## src/rtl/demux_dispatch.sv

```systemverilog
// ---------------------------------------------------------------------------
// demux_dispatch
//
// Sequential 1-to-4 data distributor. One input word is accepted per
// valid/ready handshake. It is routed by the 2-bit select {s0,s1} into one of
// four single-entry holding registers. Each holding register has its own
// valid/ready handshake. A wrap-around 8-bit counter tracks accepted words.
//
// Optional feature macro: DEMUX_BCAST_EN
//   When defined, bcast=1 loads all four channels from one input word.
//   When undefined, bcast is ignored.
//
// Ports
//   clk                   clock, rising edge
//   rst                   asynchronous active-high reset
//   in_valid / in_ready   input handshake (in_ready is combinational)
//   in_data   [W-1:0]     input word
//   s0, s1                channel select, ch = {s0,s1}
//   bcast                 broadcast request (only with DEMUX_BCAST_EN)
//   out_valid [3:0]       bit k: channel k holds a word
//   out_ready [3:0]       bit k: consumer k takes the word this cycle
//   out_data0..3 [W-1:0]  channel holding registers
//   acc_cnt   [7:0]       accepted words, modulo 256
// ---------------------------------------------------------------------------
module demux_dispatch #(
  parameter int W = 8
) (
  input  logic         clk,
  input  logic         rst,
  input  logic         in_valid,
  output logic         in_ready,
  input  logic [W-1:0] in_data,
  input  logic         s0,
  input  logic         s1,
  input  logic         bcast,
  output logic [3:0]   out_valid,
  input  logic [3:0]   out_ready,
  output logic [W-1:0] out_data0,
  output logic [W-1:0] out_data1,
  output logic [W-1:0] out_data2,
  output logic [W-1:0] out_data3,
  output logic [7:0]   acc_cnt
);

  typedef enum logic {
    EMPTY = 1'b0,
    FULL  = 1'b1
  } ch_state_e;

  ch_state_e    r_state     [4];
  ch_state_e    w_state_nxt [4];
  logic [W-1:0] r_data      [4];
  logic [7:0]   r_acc_cnt;

  logic [1:0]   w_ch;
  logic [3:0]   w_valid;
  logic [3:0]   w_free;     // channel can take a word this cycle
  logic [3:0]   w_target;   // channels addressed by the current input word
  logic [3:0]   w_load;
  logic         w_in_ready;
  logic         w_accept;

  assign w_ch = {s0, s1};

  always_comb begin
    for (int k = 0; k < 4; k++) begin
      w_valid[k] = (r_state[k] == FULL);
    end
  end

  // A FULL channel is still free when its consumer drains it this cycle.
  assign w_free = ~w_valid | out_ready;

  // NOTE: every output of a combinational block gets a default at the top so
  // that no path leaves it unassigned and a latch is never inferred.
  always_comb begin
    w_target   = 4'b0001 << w_ch;
    w_in_ready = w_free[w_ch];
`ifdef DEMUX_BCAST_EN
    // Broadcast must wait until every channel can take the word at once.
    if (bcast) begin
      w_target   = 4'b1111;
      w_in_ready = &w_free;
    end
`endif
  end

`ifndef DEMUX_BCAST_EN
  logic w_unused_bcast;
  assign w_unused_bcast = bcast;
`endif

  assign w_accept = in_valid & w_in_ready;
  assign w_load   = w_target & {4{w_accept}};

  // Per-channel EMPTY/FULL machine; a load wins over a drain in the same cycle.
  always_comb begin
    for (int k = 0; k < 4; k++) begin
      w_state_nxt[k] = r_state[k];
      case (r_state[k])
        EMPTY:   if (w_load[k]) w_state_nxt[k] = FULL;
        FULL: begin
          if (w_load[k])         w_state_nxt[k] = FULL;
          else if (out_ready[k]) w_state_nxt[k] = EMPTY;
        end
        default: w_state_nxt[k] = EMPTY;
      endcase
    end
  end

  // NOTE: clocked blocks use non-blocking assignments only, so every register
  // samples its inputs from before the edge regardless of block ordering.
  always_ff @(posedge clk or posedge rst) begin
    if (rst) begin
      for (int k = 0; k < 4; k++) r_state[k] <= EMPTY;
    end else begin
      for (int k = 0; k < 4; k++) r_state[k] <= w_state_nxt[k];
    end
  end

  // NOTE: the holding registers are small and must read as zero after reset,
  // so they sit in the reset domain rather than being left as plain storage.
  always_ff @(posedge clk or posedge rst) begin
    if (rst) begin
      for (int k = 0; k < 4; k++) r_data[k] <= '0;
    end else begin
      for (int k = 0; k < 4; k++) begin
        if (w_load[k]) r_data[k] <= in_data;
      end
    end
  end

  always_ff @(posedge clk or posedge rst) begin
    if (rst) begin
      r_acc_cnt <= 8'd0;
    end else if (w_accept) begin
      r_acc_cnt <= r_acc_cnt + 8'd1;
    end
  end

  assign in_ready  = w_in_ready;
  assign out_valid = w_valid;
  assign out_data0 = r_data[0];
  assign out_data1 = r_data[1];
  assign out_data2 = r_data[2];
  assign out_data3 = r_data[3];
  assign acc_cnt   = r_acc_cnt;

endmodule

```

## config.mk

```make
export PLATFORM = sky130hd
export DESIGN_NAME = demux_dispatch
export DESIGN_NICKNAME = d
export VERILOG_FILES = /design/src/rtl/demux_dispatch.sv
export SDC_FILE = /design/constraint.sdc
export NUM_CORES = 1
export LEC_CHECK = 0
export ABC_AREA = 1
export BUFFER_PORTS_ARGS = -buffer_cell sky130_fd_sc_hd__buf_2
export CORE_ASPECT_RATIO = 1.25
export CORE_MARGIN = 2
export CORE_UTILIZATION = 50
export DETAILED_ROUTE_END_ITERATION = 10
export PLACE_DENSITY = 0.84
export SETUP_SLACK_MARGIN = 0.1
export SLEW_MARGIN = 20
export SYNTH_ARGS = -nofsm -noshare
export SYNTH_HDL_FRONTEND = slang
export SYNTH_SLANG_ARGS = --single-unit
```

## constraint.sdc

```tcl
create_clock -name clk -period 1.52 [get_ports clk]
set_input_delay 0.304 -clock clk [delete_from_list [all_inputs] [get_ports clk]]
set_output_delay 0.304 -clock clk [all_outputs]
set_load 0.02 [all_outputs]
```

==> impl_results.md, run 1 <==
- Status: finished, violations left
- Failing checks: negative setup slack
- Peak supply drop: 865 uV
- Final Skew: 0.00417 ns
- Total chip power: 3.41 mW
- Die area: 4610 um^2
- Hold Crit Class: input port to async pin
- Initial antenna violation count: 0
- Post-CTS Hold Fix Bufs: 0
- Global route overflow: 0
- ANT nets after route: 0
- Pins Over Slew Limit: 0
- DRC errors left: 0
- Synth Area per Inst: 8.94 um^2
- Total wire length: 5460 um
- Post-synthesis simple-gate area fraction: 0.369
- Switch Pwr: 1.29 mW
- Leading post-synthesis cells by cell area: dfrtp_1 (54%), nand2_1 (16%), nand4_1 (10%), inv_1 (2.2%), nand3_1 (1.7%)
- Sink Count: 44
- All-Layer GR Usage: 0.254
- Sequential fraction of design power: 0.465
- Post-synthesis mux area share: 0
- GP Congestion: 0.840
- Antenna diodes: 0
- First-pass GRT wire length: 8430 um
- H-tree depth: 2
- Max FO, Critical Path: 13
- DP Worst Slack: 0.0200 ns
- Drt first pass iters: 4
- Drt wl/cell: 15.0 um
- CP startpoint kind: flop
- Adder-cell area share of the yosys netlist: 0.00613
- Register area share after synthesis: 0.540
- Area leader, netlist: dfrtp_1
- Internal power: 2.12 mW
- CTS Root Cell: clkbuf_8
- CTS tree: built
- Filler cells: 300
- Critical-path top delay cell: dfrtp_1
- HPWL after DPL: 3570 um
- LEAKAGE: 1.48 nW
- Clock tree buffer depth: 2
- CP Cell Sequence: inv_2 > nor2_2 > nand2_2 > nand2_4 > nor2_8 > buf_8 > buf_12 > nand3_2 > nand2_1 > nand2_1
- Top-area cell type share of the netlist area: 0.540
- Worst-Margin Slew: 0.614 ns
- Relative slew slack: 0.591
- CTS Buf Count: 5
- Fin worst setup slack: -0.00364 ns
- Vias in the first global route: 1810
- Vias per inst: 5.45
- Most numerous cell in the Yosys netlist: nand2_1
- Reg-to-Reg End: out_data3[7]
- CTS clk-pin slew, worst paths: 0.08 ns
- Cells after Synth: 228
- Synth Cell Area: 2040 um^2
- Synth top cells by count: nand2_1 (88), dfrtp_1 (44), nand4_1 (33)
- Synth Area in Compound Gates: 0.0172
- Synthesis-to-finish area growth: 33.1%
- Critical Path Max Stage Delay: 0.40 ns
- Starting density of the core: 0.530
- Largest net degree at the start of global routing: 45
- Worst EP required: 1.71 ns
- Synth Area in XOR/XNOR: 0.0172
- Top_reg_cell synth: dfrtp_1
- Final period utilization: 1.00
- Largest family of logic cells by synthesized area: simple AND/OR/NAND/NOR gates
- WP buf/inv: 3
- Cell mode on critical path: nand2_1
- Crit path kind: flop to flop
- Comb pwr share: 0.331
- Setup violators final: 1
- Drt first-iter violations: 135
- Pwr dens: 1260 nW/um^2
- Clock Latency Late Sink: 0.30 ns
- CP top delay family: simple AND/OR/NAND/NOR gates
- Die Y: 75.4 um
- Synth unique cells: 25
- R2r worst-path depth: 10
- DR vias: 1988
- Fmax: 656 MHz
- Row count: 25
- Core area: 3850 um^2
- Warnings from Yosys: 0
- WP data arrival: 1.72 ns
- I/O pin count: 63
- Die width: 61.1 um
- Post-Syn Nets: 247
- NumNets Final: 330
- Yosys reg bits: 44
- R2R Setup Slk: -0.004 ns
- Ys async rst share: 1.00
- MaxCap Viol Count: 0
- Clock share of power: 0.205
- Post-layout minimum cycle time: 1.52 ns
- I/O Buffers: 61
- R2R Path Start: out_valid[3]
- Reg area: 1100 um^2
- Multi-input logic area: 910 um^2
- CP endpoint kind: flop
- EDFF count, synth: 0
- RSZ-0062 raised after global routing: yes
- Fraction of layout cells with a size suffix above 1: 0.376
- Final-report hold violation count: 0
- Sw frac: 0.378
worst reg2reg max path: cells and delay by family, from the launching register on:
family	cells	cell delay [ns]
buf+inv	3	0.41
flops	1	0.40
simple gates	7	0.60
per-stage QoR:
step	instance area [um^2]	TNS (ns)	utilization	hold slack [ns]	cells
final	2710	-0.00364	0.705	0.0489	365
after global routing	2710	-0.273	0.705	0.0790	365
after CTS	2640	0	0.686	0.0538	363
after detailed placement	2480	0	0.645	0.382	347
after global placement	2480	0	0.645	0.382	347
after floorplan	2040	0	-	0.385	228
per-layer routing:
layer  wire, um  up-vias  track usage
met2       2840       94        0.410
met3        394       16       0.0611
met5          0        -            0
met4        161        0        0.121
li1           -      930            -
met1       2070      948        0.317
state kept, by name, indices dropped and copies added (netlist names):
| register | cells |
|---|---|
| acc_cnt | 8 |
| out_data0 | 8 |
| out_data1 | 8 |
| out_data2 | 8 |
| out_data3 | 8 |
| out_valid | 4 |
layout make-up:
class | instances | share of cell area
clock buffer | 6 | 0.0267
clock inverter | 1 | 0.00184
inverter | 13 | 0.0180
multi-input combinational | 165 | 0.335
sequential | 44 | 0.406
tap | 54 | 0.0249
timing repair buffer | 82 | 0.188
cells by family after synthesis:
family | after synthesis
DFF | 44
adders and majority gates | 1
and+or+nand+nor | 150
xor gates and xnor gates | 4
AOI/OAI and AO/OA | 7
buffers and inverters | 22
how the worst max path moves through the flow:
stage	startpoint	to	slack [ns]	cells after the start
6_report	out_valid[3]	out_data3[7]	-0.004	10
5_1_grt	out_valid[0]	out_data3[7]	-0.06	10
4_1_cts	out_valid[3]	in_ready	0.004	6
3_5_place_dp	s1	out_data0[5]	0.02	9
3_3_place_gp	s1	out_data3[0]	0.06	10
2_1_floorplan	out_valid[3]	in_ready	0.16	6
power groups by stage:
stage          Sequential (mW)  Clock (mW)  Combinational (mW)
6_report                  1.58       0.699                1.13
4_1_cts                   1.58       0.707                1.10
2_1_floorplan             1.87           0               0.375
3_3_place_gp              1.59           0                1.03
5_1_grt                   1.61       0.749                1.23
3_5_place_dp              1.59           0                1.06
cells in the final DEF, fill, tap and decap left out:
cell type | Yosys | final
clkinv_2 | 0 | 1
nor2_8 | 1 | 1
nand2_2 | 4 | 7
xor2_1 | 1 | 1
buf_12 | 0 | 2
xnor2_1 | 3 | 3
nand2_1 | 88 | 85
nor2_1 | 6 | 2
inv_2 | 1 | 4
buf_4 | 3 | 16
nand2_4 | 2 | 2
ha_1 | 1 | 1
buf_8 | 0 | 1
nand3_4 | 1 | 4
o21ai_2 | 0 | 1
nand4_1 | 33 | 33
buf_6 | 1 | 3
nand3_2 | 3 | 3
clkbuf_8 | 0 | 5
nand3b_1 | 2 | 2
nor2_4 | 2 | 2
nor2_2 | 1 | 5
nand3_1 | 7 | 7
inv_1 | 12 | 9
clkbuf_1 | 2 | 1
buf_2 | 1 | 60
dfrtp_1 | 44 | 44
o21ai_0 | 6 | 5
o21ai_1 | 1 | 1
timing repair:
| action | CTS | global route |
|---|---|---|
| gates resized for setup | 5 | 16 |
| endpoints found under the setup margin | 1 | 45 |
| gates cloned | 0 | 3 |
| setup buffers | 9 | 1 |
| pin swaps | 4 | 2 |
Power figures use the tool's default switching activity.
==> inputs of run 2 (changes only) <==
Settings changed: CAP_MARGIN set to 20, RECOVER_POWER set to 50.
==> run 2 against run 1 <==
Compared with the run above: via count is 0.30% lower; largest power group unchanged; total power shrank 0.61%; global-route usage unchanged; die area did not move; count of clock-buffer cells in the layout did not move; highest routed layer unchanged; critical path depth did not move; the flow now finishes without violations; first-iteration DRC count decreased by 6.7%; setup slack improved by 0.0076 ns; sequential share of layout area grew 0.55 points.
==> impl_results.md, run 2 (synthesis results as in run 1) <==
- Worst hold margin: 0.191 ns (was 0.0489 ns)
- Drt first pass iters: 4 (unchanged)
- GP Congestion: 0.840 (unchanged)
- Setup TNS Final: 0 ns (was -0.00364 ns)
- Pins Over Slew Limit: 0 (unchanged)
- Critical Path Max Stage Delay: 0.40 ns (about the same)
- Post-route core utilization: 0.696 (was 0.705)
- Multi-input logic area: 910 um^2 (unchanged)
- I/O pin count: 63 (unchanged)
- H-tree depth: 2 (unchanged)
- HPWL after DPL: 3570 um (unchanged)
- Reg area: 1100 um^2 (unchanged)
- MaxCap Viol Count: 0 (unchanged)
- Setup violators final: 0 (was 1)
- All-Layer GR Usage: 0.254 (unchanged)
- Die area: 4610 um^2 (unchanged)
- Final-report hold violation count: 0 (unchanged)
- Total wire length: 5460 um (about the same)
- CP startpoint kind: flop (unchanged)
- Initial antenna violation count: 0 (unchanged)
- DRC errors left: 0 (unchanged)
- WP data arrival: 1.71 ns (was 1.72 ns)
- R2R Path Start: out_valid[3] (unchanged)
- Synthesis-to-finish area growth: 31.3% (was 33.1%)
- Vias in the first global route: 1810 (unchanged)
- Pwr dens: 1270 nW/um^2 (was 1260 nW/um^2)
- Filler cells: 304 (was 300)
- Largest net degree at the start of global routing: 45 (unchanged)
- CTS Buf Count: 5 (unchanged)
- Worst EP required: 1.72 ns (was 1.71 ns)
- CTS clk-pin slew, worst paths: 0.08 ns (about the same)
- R2r worst-path depth: 10 (unchanged)
- Status: finished clean (was finished, violations left)
- Drt first-iter violations: 126 (was 135)
- CP top delay family: simple AND/OR/NAND/NOR gates (unchanged)
- Max FO, Critical Path: 13 (unchanged)
- Peak supply drop: 883 uV (was 865 uV)
- Worst-Margin Slew: 1.04 ns (was 0.614 ns)
- CP Cell Sequence: inv_2 > nor2_2 > nand2_2 > nand2_4 > nor2_8 > buf_8 > buf_12 > nand3_2 > nand2_1 > nand2_1 (unchanged)
- Fraction of layout cells with a size suffix above 1: 0.322 (was 0.376)
- Row count: 25 (unchanged)
- Hold path start: out_ready[0]
- Clock tree buffer depth: 2 (unchanged)
- I/O Buffers: 61 (unchanged)
- CTS tree: built (unchanged)
- LEAKAGE: 1.42 nW (was 1.48 nW)
- Fmax: 660 MHz (was 656 MHz)
- WP buf/inv: 3 (unchanged)
- Commonest non-fill, non-tap cell in the layout: nand2_1 (unchanged)
- Final period utilization: 0.997 (was 1.00)
- Most frequent cells in the layout: nand2_1 (85), dfrtp_1 (44), buf_2 (43), nand4_1 (33), clkbuf_1 (18) (was nand2_1 (85), buf_2 (60), dfrtp_1 (44), nand4_1 (33), buf_4 (16))
- Core area: 3850 um^2 (unchanged)
- Starting density of the core: 0.530 (unchanged)
- Hold Crit Class: input port to flop (was input port to async pin)
- Critical-path top delay cell: dfrtp_1 (unchanged)
- Global route overflow: 0 (unchanged)
- Cell mode on critical path: nand2_1 (unchanged)
- NumNets Final: 330 (unchanged)
- Reg-to-Reg End: out_data3[7] (unchanged)
- R2R Setup Slk: 0.004 ns (was -0.004 ns)
- ANT nets after route: 0 (unchanged)
- Sink Count: 44 (unchanged)
- Vias per inst: 5.43 (was 5.45)
- Crit path from: out_valid[3] (unchanged)
- RSZ-0062 raised after global routing: yes (unchanged)
- Crit path kind: flop to flop (unchanged)
- Clock Latency Late Sink: 0.31 ns (was 0.30 ns)
- Antenna diodes: 0 (unchanged)
- Relative slew slack: 0.304 (was 0.591)
- Die Y: 75.4 um (unchanged)
- Worst Setup EP: out_data3[7] (unchanged)
- Drt wl/cell: 15.0 um (about the same)
- DR vias: 1982 (was 1988)
- Post-CTS Hold Fix Bufs: 0 (unchanged)
- First-pass GRT wire length: 8430 um (unchanged)
- Die width: 61.1 um (unchanged)
- Final Skew: 0.00433 ns (was 0.00417 ns)
- Crit. path cell count: 10 (unchanged)
- CP endpoint kind: flop (unchanged)
- Post-layout minimum cycle time: 1.52 ns (about the same)
- CTS Root Cell: clkbuf_8 (unchanged)
-- run 2: cell types whose count changed in the layout (fill, tap and decap cells not counted) --
cell      before  now
buf_2         60   43
clkbuf_1       1   18
buf_12         2    1
clkbuf_2       0    1
-- run 2: per-layer routing --
metal | vias up | GRT usage | wire (um)
li1 | 930 | - | -
met1 | 946 | 0.317 | 2080
met2 | 90 | 0.410 | 2810
met3 | 16 | 0.0611 | 408
met4 | 0 | 0.121 | 161
met5 | - | 0 | 0
-- run 2: worst min-delay path by stage --
stage / cells past startpoint / end / slack, ns
2_1_floorplan: 1 / out_valid[3] / 0.38
3_3_place_gp: 3 / acc_cnt[2] / 0.38
3_5_place_dp: 3 / acc_cnt[1] / 0.38
4_1_cts: 3 / out_data1[3] / 0.05
5_1_grt: 2 / out_valid[2] / 0.21
6_report: 2 / out_valid[0] / 0.19
-- run 2: timing repair --
action | CTS | global route
pin swaps | 4 | 2
setup buffers | 9 | 1
gates cloned | 0 | 3
setup endpoints to repair | 1 | 45
gates resized for setup | 5 | 16
-- run 2: layout make-up --
| type | instances | share of cell area |
|---|---|---|
| multi-input combinational | 165 | 0.340 |
| clock buffer | 6 | 0.0271 |
| timing repair buffer | 82 | 0.177 |
| tap | 54 | 0.0252 |
| inverter | 13 | 0.0182 |
| sequential | 44 | 0.411 |
| clock inverter | 1 | 0.00187 |
-- run 2: power by group --
group	total (mW)	leakage (nW)	switching [mW]	internal [mW]
logic	1.10	0.820	0.721	0.377
registers	1.59	0.557	0.185	1.40
clock network	0.704	0.0410	0.391	0.313
total	3.39	1.42	1.30	2.09
-- run 2: per-stage QoR --
stage	total power, mW	instance area, um^2	setup WS, ns	std cells
6_report	3.39	2680	0.00394	365
2_1_floorplan	2.25	2040	0.163	228
3_5_place_dp	2.66	2480	0.0200	347
5_1_grt	3.57	2680	-0.0621	365
3_3_place_gp	2.62	2480	0.0607	347
4_1_cts	3.38	2640	0.00445	363
==> inputs of run 3 (changes only) <==
Clock period 1.52 ns to 1.7 ns, I/O delays scaled along.
==> run 3 against run 2 <==
Compared with the run above: core utilization is 3.8 points lower; register-to-register slack better by 0.22 ns; global-route usage is 2.3 points lower; setup slack better by 0.16 ns; clock skew hardly changed; largest cell class unchanged.
==> impl_results.md, run 3 (synthesis results as in run 1) <==
- CTS tree: built (unchanged)
- Critical-path top delay cell: dfrtp_1 (unchanged)
- Crit path kind: flop to primary output (was flop to flop)
- Synthesis-to-finish area growth: 24.2% (was 31.3%)
- Vias in the first global route: 1699 (was 1810)
- I/O pin count: 63 (unchanged)
- Internal power: 1.89 mW (was 2.09 mW)
- Pins Over Slew Limit: 0 (unchanged)
- DR vias: 1857 (was 1982)
- ANT nets after route: 0 (unchanged)
- Clock Latency Late Sink: 0.29 ns (was 0.31 ns)
- Initial antenna violation count: 0 (unchanged)
- Core area: 3850 um^2 (unchanged)
- CP endpoint kind: primary output (was flop)
- NumNets Final: 320 (was 330)
- DRC errors left: 0 (unchanged)
- Worst-Margin Slew: 1.06 ns (was 1.04 ns)
- WP data arrival: 1.19 ns (was 1.71 ns)
- CP Cell Sequence: inv_2 > nor2_1 > nand2_1 > nand2_4 > nor2_8 > buf_6 (was inv_2 > nor2_2 > nand2_2 > nand2_4 > nor2_8 > buf_8 > buf_12 > nand3_2 > nand2_1 > nand2_1)
- CTS clk-pin slew, worst paths: 0.07 ns (was 0.08 ns)
- LEAKAGE: 1.35 nW (was 1.42 nW)
- Status: finished clean (unchanged)
- Drt wl/cell: 13.5 um (was 15.0 um)
- HPWL after DPL: 3400 um (was 3570 um)
- CTS Buf Count: 5 (unchanged)
- Global route overflow: 0 (unchanged)
- Fmax: 653 MHz
- Vias per inst: 5.22 (was 5.43)
- Sink Count: 44 (unchanged)
- Critical Path Max Stage Delay: 0.39 ns (was 0.40 ns)
- R2R Path Start: out_valid[1] (was out_valid[3])
- Commonest non-fill, non-tap cell in the layout: nand2_1 (unchanged)
- Comb pwr share: 0.306 (was 0.324)
- Sw frac: 0.370 (was 0.383)
- Relative slew slack: 0.291 (was 0.304)
- Clock share of power: 0.222 (was 0.208)
- Row count: 25 (unchanged)
- Starting density of the core: 0.530 (unchanged)
- Total wire length: 4810 um (was 5460 um)
- Placed insts: 346 (was 347)
- Final Skew: 0.00439 ns (was 0.00433 ns)
- Clock tree buffer depth: 2 (unchanged)
- Die area: 4610 um^2 (unchanged)
- Drt first pass iters: 5 (was 4)
- Hold path start: out_ready[3] (was out_ready[0])
- Largest net degree at the start of global routing: 45 (unchanged)
- Final-report hold violation count: 0 (unchanged)
- CP startpoint kind: flop (unchanged)
- Post-layout minimum cycle time: 1.53 ns
- Sequential fraction of design power: 0.473 (was 0.468)
- Final period utilization: 0.901
- CTS Root Cell: clkbuf_8 (unchanged)
- Fraction of layout cells with a size suffix above 1: 0.255 (was 0.322)
- Max FO, Critical Path: 3 (was 13)
- All-Layer GR Usage: 0.230 (was 0.254)
- Setup TNS Final: 0 ns (unchanged)
- Drt first-iter violations: 165 (was 126)
- I/O Buffers: 61 (unchanged)
- Antenna diodes: 0 (unchanged)
- RSZ-0062 raised after global routing: no (was yes)
- Setup violators final: 0 (unchanged)
- MaxCap Viol Count: 0 (unchanged)
- Crit path from: out_valid[3] (unchanged)
- Die Y: 75.4 um (unchanged)
- Pwr dens: 1180 nW/um^2 (was 1270 nW/um^2)
- H-tree depth: 2 (unchanged)
- Most frequent cells in the layout: nand2_1 (88), dfrtp_1 (44), buf_2 (38), nand4_1 (33), clkbuf_1 (24) (was nand2_1 (85), dfrtp_1 (44), buf_2 (43), nand4_1 (33), clkbuf_1 (18))
- Hold Crit Class: input port to flop (unchanged)
- First-pass GRT wire length: 7770 um (was 8430 um)
- Worst EP required: 1.36 ns (was 1.72 ns)
- Switch Pwr: 1.11 mW (was 1.30 mW)
- Die width: 61.1 um (unchanged)
- Peak supply drop: 693 uV (was 883 uV)
- GP Congestion: 0.846 (was 0.840)
- Finished Layout Cells: 356 (was 365)
-- run 3: area by class of cell --
cell class                 instances  area, um^2
inverter                          13        48.8
timing repair buffer              75         387
sequential                        44        1100
tap                               54        67.6
fill                             357        1320
multi-input combinational        162         838
clock buffer                       8        90.1
-- run 3: power by group through the flow --
stage                     combinational (mW)  sequential (mW)  clock, mW
after global placement                 0.911             1.42          0
after global routing                    1.01             1.44      0.727
after floorplan                        0.336             1.67          0
after CTS                              0.948             1.41      0.676
after detailed placement               0.940             1.43          0
final                                  0.916             1.41      0.663
-- run 3: layer usage --
| metal | global-route usage | share of wire | vias to the layer above |
|---|---|---|---|
| li1 | - | - | 909 |
| met1 | 0.307 | 0.43 | 865 |
| met2 | 0.372 | 0.49 | 74 |
| met3 | 0.0458 | 0.063 | 9 |
| met4 | 0.0845 | 0.017 | 0 |
| met5 | 0 | 0 | - |
-- run 3: worst paths after layout --
| kind | cells after the start | slack (ns) | endpoint |
|---|---|---|---|
| min | 2 | 0.22 | out_valid[3] |
| min in group asynchronous | 3 | 0.37 | acc_cnt[2] |
| max in group asynchronous | 3 | 0.68 | out_data3[7] |
| min reg2reg | 2 | 0.47 | out_data2[1] |
| max reg2reg | 10 | 0.22 | out_data3[6] |
| max | 6 | 0.17 | in_ready |
-- run 3: timing repair --
action | CTS | global route
hold buffers | 0 | 0
setup buffers | 2 | 0
pin swaps | 1 | 2
gates resized for setup | 1 | 4
hold endpoints to repair | 0 | 0
setup endpoints to repair | 1 | 2
-- run 3: through the flow --
| step | cell area [um^2] | utilization | setup slack [ns] | total power, mW | hold WS, ns |
|---|---|---|---|---|---|
| 4_1_cts | 2560 | 0.664 | 0.120 | 3.03 | 0.191 |
| 6_report | 2530 | 0.658 | 0.168 | 2.99 | 0.216 |
| 3_3_place_gp | 2450 | 0.636 | 0.161 | 2.33 | 0.452 |
| 5_1_grt | 2530 | 0.658 | 0.103 | 3.18 | 0.222 |
| 3_5_place_dp | 2450 | 0.636 | 0.116 | 2.37 | 0.453 |
| 2_1_floorplan | 2040 | - | 0.307 | 2.01 | 0.421 |
-- run 3: critical path: cells and delay by family, from the launching register on --
family / cells / cell delay (ns)
flops: 1 / 0.39
simple gates: 4 / 0.34
buf+inv: 2 / 0.19
